--- src/rtl/pipe_barrel_shifter.sv ---
// Pipelined barrel shifter: ROR/ROL/SRL/SLL/SRA with one registered stage per
// shift-amount bit and valid/ready handshaking on both sides.
module pipe_barrel_shifter #(
  parameter int unsigned WIDTH = 32,
  localparam int unsigned AMT_W = $clog2(WIDTH)
) (
  input  logic             clk_i,
  input  logic             rst_i,
  input  logic [WIDTH-1:0] a_i,
  input  logic [AMT_W-1:0] amt_i,
  input  logic [2:0]       op_i,
  input  logic             in_valid_i,
  output logic             in_ready_o,
  output logic [WIDTH-1:0] y_o,
  output logic             zero_o,
  output logic             out_valid_o,
  input  logic             out_ready_i
);

  localparam logic [2:0] OpRor = 3'b000;
  localparam logic [2:0] OpRol = 3'b001;
  localparam logic [2:0] OpSrl = 3'b010;
  localparam logic [2:0] OpSll = 3'b011;
  localparam logic [2:0] OpSra = 3'b100;

  // Applies one fixed power-of-two shift; reserved ops pass data through.
  function automatic logic [WIDTH-1:0] shift_pow2(input logic [WIDTH-1:0] d,
                                                  input logic [2:0]       op,
                                                  input int unsigned      sh);
    logic [WIDTH-1:0] r;
    case (op)
      OpRor:   r = (d >> sh) | (d << (WIDTH - sh));
      OpRol:   r = (d << sh) | (d >> (WIDTH - sh));
      OpSrl:   r = d >> sh;
      OpSll:   r = d << sh;
      OpSra:   r = $signed(d) >>> sh;
      default: r = d;
    endcase
    return r;
  endfunction

  // Stage k consumes bit 0 of its amount and forwards the amount shifted right by one.
  logic [AMT_W-1:0][WIDTH-1:0] data_q, data_d;
  logic [AMT_W-2:0][AMT_W-1:0] amt_q, amt_d;
  logic [AMT_W-2:0][2:0]       op_q, op_d;
  logic [AMT_W-1:0]            valid_q;

  logic [AMT_W-1:0][WIDTH-1:0] st_data;
  logic [AMT_W-1:0][AMT_W-1:0] st_amt;
  logic [AMT_W-1:0][2:0]       st_op;
  logic [AMT_W-1:0]            st_vld;

  logic stall;
  logic unused_amt;

  assign stall       = valid_q[AMT_W-1] && !out_ready_i;
  assign in_ready_o  = !stall;
  assign y_o         = data_q[AMT_W-1];
  assign out_valid_o = valid_q[AMT_W-1];
  assign zero_o      = valid_q[AMT_W-1] && (data_q[AMT_W-1] == '0);
  assign unused_amt  = ^st_amt[AMT_W-1][AMT_W-1:1];

  always_comb begin
    st_data    = '0;
    st_amt     = '0;
    st_op      = '0;
    st_vld     = '0;
    data_d     = '0;
    amt_d      = '0;
    op_d       = '0;
    st_data[0] = a_i;
    st_amt[0]  = amt_i;
    st_op[0]   = op_i;
    st_vld[0]  = in_valid_i;
    for (int unsigned k = 1; k < AMT_W; k++) begin
      st_data[k] = data_q[k-1];
      st_amt[k]  = amt_q[k-1];
      st_op[k]   = op_q[k-1];
      st_vld[k]  = valid_q[k-1];
    end
    for (int unsigned k = 0; k < AMT_W; k++) begin
      data_d[k] = st_amt[k][0] ? shift_pow2(st_data[k], st_op[k], 32'd1 << k) : st_data[k];
    end
    for (int unsigned k = 0; k < AMT_W - 1; k++) begin
      amt_d[k] = st_amt[k] >> 1;
      op_d[k]  = st_op[k];
    end
  end

  always_ff @(posedge clk_i) begin
    if (rst_i) begin
      data_q  <= '0;
      amt_q   <= '0;
      op_q    <= '0;
      valid_q <= '0;
    end else if (!stall) begin
      data_q  <= data_d;
      amt_q   <= amt_d;
      op_q    <= op_d;
      valid_q <= st_vld;
    end
  end

endmodule

--- config.mk ---
export PLATFORM = sky130hd
export DESIGN_NAME = pipe_barrel_shifter
export DESIGN_NICKNAME = d
export VERILOG_FILES = /design/src/rtl/pipe_barrel_shifter.sv
export SDC_FILE = /design/constraint.sdc
export NUM_CORES = 1
export LEC_CHECK = 0
export CORE_UTILIZATION = 50
export CTS_CLUSTER_SIZE = 24
export DETAILED_ROUTE_END_ITERATION = 10
export PLACE_DENSITY = 0.68
export SLEW_MARGIN = 20
export SYNTH_ARGS = -nofsm -noshare
export SYNTH_HDL_FRONTEND = slang
export SYNTH_SLANG_ARGS = --single-unit
export TNS_END_PERCENT = 30
--- constraint.sdc ---
create_clock -name clk_i -period 1.65 [get_ports clk_i]
set_input_delay 0.33 -clock clk_i [delete_from_list [all_inputs] [get_ports clk_i]]
set_output_delay 0.33 -clock clk_i [all_outputs]
set_load 0.03 [all_outputs]
==> results.md <==
| Group | Item | Reported |
|:---|:---|:---|
| run status | Status | finished with violations |
| placement | GP Congestion | 0.941 |
| routing | Violation count after the first detailed-route iteration | 764 |
| placement | Placed insts | 1315 |
| setup path | Endpoint kind of the worst setup timing path | output port |
| setup path | Library cell contributing the largest single delay on the critical path | dfxtp_2 |
| timing | Clock skew | 6.03 ps |
| setup path | FF-to-FF End | data_q[74] |
| routing | Highest metal used | met4 |
| setup path | Internal reg-to-reg setup slack | -10 ps |
| pwr | Total power per unit cell area | 981 mW/mm² |
| pwr | VDD IR max | 0.000778 V |
| global routing | Wire length of the first global-routing pass | 40400 µm |
| synth | Avg Synthesized Cell Area | 8.29 µm² |
| synth | Flip-flop cell with the highest count after synthesis | dfxtp_1 |
| routing | Routed metal-1 wire length | 11200 µm |
| timing | Slew @ Worst Pin | 500 ps |
| clock tree | Maximum buffer depth of the clock tree | 2 |
| layout | Final antenna diode count | 0 |
| setup path | Most numerous cell on the critical path | buf_4 |
| placement | Dpl hpwl | 17800 µm |
| synth | Register area share after synthesis | 0.425 |
| layout | Number of non-filler instances in the completed layout | 1349 |
| pwr | Static leakage | 3.88 nW |
| setup path | Arr. time, crit path | 1640 ps |
| clock tree | Worst-skew pair later-pin latency | 430 ps |
| setup path | Critical Path Fanout Max | 2 |
| setup path | Launching point of the worst reg2reg path | valid_q[4] |
| clock tree | Clock-pin slew of the registers on the worst-case setup and hold paths | 70 ps |
| synth | Synthesized Nets | 1107 |
| layout | Total Nets Final | 1155 |
| worst hold path | Hold Path Cell Cnt | 2 |
| timing | Min Tclk post-route | 1970 ps |
| clock tree | CTS buffer count | 17 |
| synth | Total standard cell area after synthesis | 0.00882 mm² |
| routing | Post-route ant nets | 0 |
| worst hold path | Hold path endpoint | op_d[9] |
| global routing | Antenna violations before repair | 0 |
| placement | Number of buffers inserted by port buffering | 78 |
| floorplan | Die span in x | 135 µm |
| timing | Period utilization | 1.19 |
| floorplan | Number of core rows | 48 |
| synth | Number of warnings reported in the yosys synthesis log | 0 |
| pwr | Power, Total | 10.5 mW |
| synth | Seq cells post-synth | 187 |
| floorplan | Starting utilization of the core area | 0.512 |
| routing | Routed wire length per instance | 18.8 µm |
| setup path | Length in cells of the worst reg-to-reg path | 7 |
| timing | Number of slew-limit violations in the final report | 0 |
| synth | Number of enable flip-flop cells after synthesis | 0 |
| floorplan | Die Y | 135 µm |
| routing | # DRC | 0 |
| synth | Count of distinct cell types in the synthesized netlist | 47 |
| floorplan | Count of pins on the block boundary | 79 |
| job | Number of maximum-capacitance constraint violations | 0 |
| timing | Worst setup slack after layout | -319 ps |
| setup path | Cell family with most CP delay | simple AND/OR/NAND/NOR gates |
| routing | Final wirelength | 25400 µm |
| timing | Relative max-transition margin | 0.666 |
| routing | Met3 routed wirelength | 1220 µm |
| setup path | Kind of launch point of the worst setup path | register |
| clock tree | Clock Sinks | 187 |
| routing | Met2 wire length | 12300 µm |
| routing | Total via count after detailed routing | 8429 |
| global routing | Number of global-route vias before repair | 7424 |
| setup path | Start-to-end type of the worst setup path | register to output port |
| setup path | Stages on the worst setup path | 5 |
| floorplan | Area of the die | 0.0182 mm² |
| routing | Count of TritonRoute iterations in the first routing pass | 6 |
| worst hold path | Hold wc startpoint | rst_i |
| setup path | Largest incremental delay on the critical path | 320 ps |
| setup path | Worst path buffer plus inverter count | 2 |
| clock tree | Root Driver | clkbuf_16 |
| layout | Fraction of layout cells with a size suffix above 1 | 0.126 |
| synth | Fraction of registers with async set or reset after synthesis | 0 |
| clock tree | H-tree depth | 4 |
| global routing | Largest net degree at the start of global routing | 58 |
| setup path | CP Data Required Time | 1320 ps |
| timing | Min Hold Slack | 295 ps |
| run status | Violations in the final reports | negative setup slack |
| timing | Achievable clock frequency | 508 MHz |
| clock tree | TritonCTS clock tree | built |
| worst hold path | Worst Hold Class | input port to register |
| synth | Synthesized netlist cell count | 1063 |
| global routing | Combined global-route utilization of all metal layers | 0.282 |
| setup path | Cell chain of the critical path | nor4_2 -> buf_4 -> nand4_1 -> nor3_2 -> buf_4 |
| routing | Via-to-Cell Ratio | 6.25 |
| timing | Final setup vio count | 12 |
| timing | Final hold viol count | 0 |
| global routing | Remaining Overflow, GRT | 0 |
| floorplan | Area of the placeable core | 0.0172 mm² |
| timing | Total negative setup slack | -371 ps |
| timing | Setup repair after global routing missed its margin | true |
| layout | Synth-to-Final Area Change | 21.8% |
[per-stage QoR]
| step | setup slack (ps) | instance area [µm²] | util |
|---|---|---|---|
| after global placement | -238 | 10000 | 0.580 |
| final | -319 | 10700 | 0.623 |
| after CTS | -362 | 10600 | 0.618 |
| after global routing | -379 | 10700 | 0.623 |
| after floorplan | -20.5 | 8820 | - |
| after detailed placement | -270 | 10000 | 0.580 |
[how the worst max path moves through the flow]
| stage | startpoint | to |
|---|---|---|
| 2_1_floorplan | valid_q[4] | zero_o |
| 3_3_place_gp | out_ready_i | data_q[77] |
| 3_5_place_dp | out_ready_i | data_q[74] |
| 4_1_cts | y_o[18] | zero_o |
| 5_1_grt | y_o[29] | zero_o |
| 6_report | y_o[29] | zero_o |
[registers in the layout, indices dropped and copies added, names as in the netlist]
register and count:
amt_d 6, amt_q 4, data_q 128, op_d 9, op_q 3, valid_q 5
y_o 32
[kinds of logic (layout without fill, tap and decap cells)]
family | Yosys count | after routing | share of synthesized area
compound gates | 538 | 538 | 0.394
simple gates | 198 | 198 | 0.0986
flops | 187 | 187 | 0.425
buf+inv | 138 | 199 | 0.0807
fa+ha+maj | 1 | 1 | 0.00114
mux | 1 | 1 | 0.00114
[layer usage]
| metal | global-route usage | vias to the layer above |
|---|---|---|
| met1 | 0.382 | 3998 |
| met2 | 0.452 | 304 |
| met4 | 0.104 | 0 |
| li1 | - | 4075 |
| met3 | 0.0435 | 52 |
| met5 | 0 | - |
[repair_timing]
item | 4_1_cts | 5_1_grt
setup endpoints to repair | 37 | 118
resized for setup | 48 | 33
buffers inserted | 2 | 1
hold buffers | 0 | 0
gates cloned | 0 | 2
pin swaps | 2 | 3
[placed cells by master, fill, tap and decap left out, drive strengths merged, types with 7 or more instances in the layout]
cell	count
dfxtp	187
a22oi	186
o21ai	161
nand2	122
a21oi	108
buf	81
clkdlybuf4s50	42
dlygate4sd2	30
a211o	23
clkbuf	23
a221oi	20
nor2	19
nor2b	15
nand3	12
inv	12
a31oi	10
nor3	9
a21o	8
nor4	7
[synthesized netlist by cell type, drive strengths merged (2+ instances only)]
cell type,count,area share
nand2b,4,0.0028
o21ai,161,0.093
a211o,23,0.023
nand2,122,0.052
nor4,7,0.0050
a22oi,186,0.16
clkbuf,46,0.020
a22o,2,0.0020
nor2b,15,0.011
o211a,3,0.0034
dfxtp,187,0.42
a211oi,3,0.0037
nand3,12,0.0068
a21oi,108,0.063
and2,4,0.0028
buf,83,0.057
nor2,19,0.0084
inv,9,0.0038
a21o,8,0.0068
nor3,9,0.0051
a32o,4,0.0045
a221oi,20,0.020
nand4,2,0.0014
o211ai,3,0.0026
a31oi,10,0.0071
[cell type report]
class                           count  area [µm²]
Timing Repair Buffer              158        1570
Tap cell                          225         282
Clock inverter                     13         190
Multi-Input combinational cell    738        4470
Fill cell                        1495        6500
Clock buffer                       19         433
Sequential cell                   187        3750
Inverter                            9        36.3
[power breakdown]
part           total (mW)  internal (mW)  switching [mW]
sequential           5.03           4.73           0.292
combinational        1.15          0.551           0.595
clock                4.36           2.55            1.81
Power figures use the tool's default switching activity.
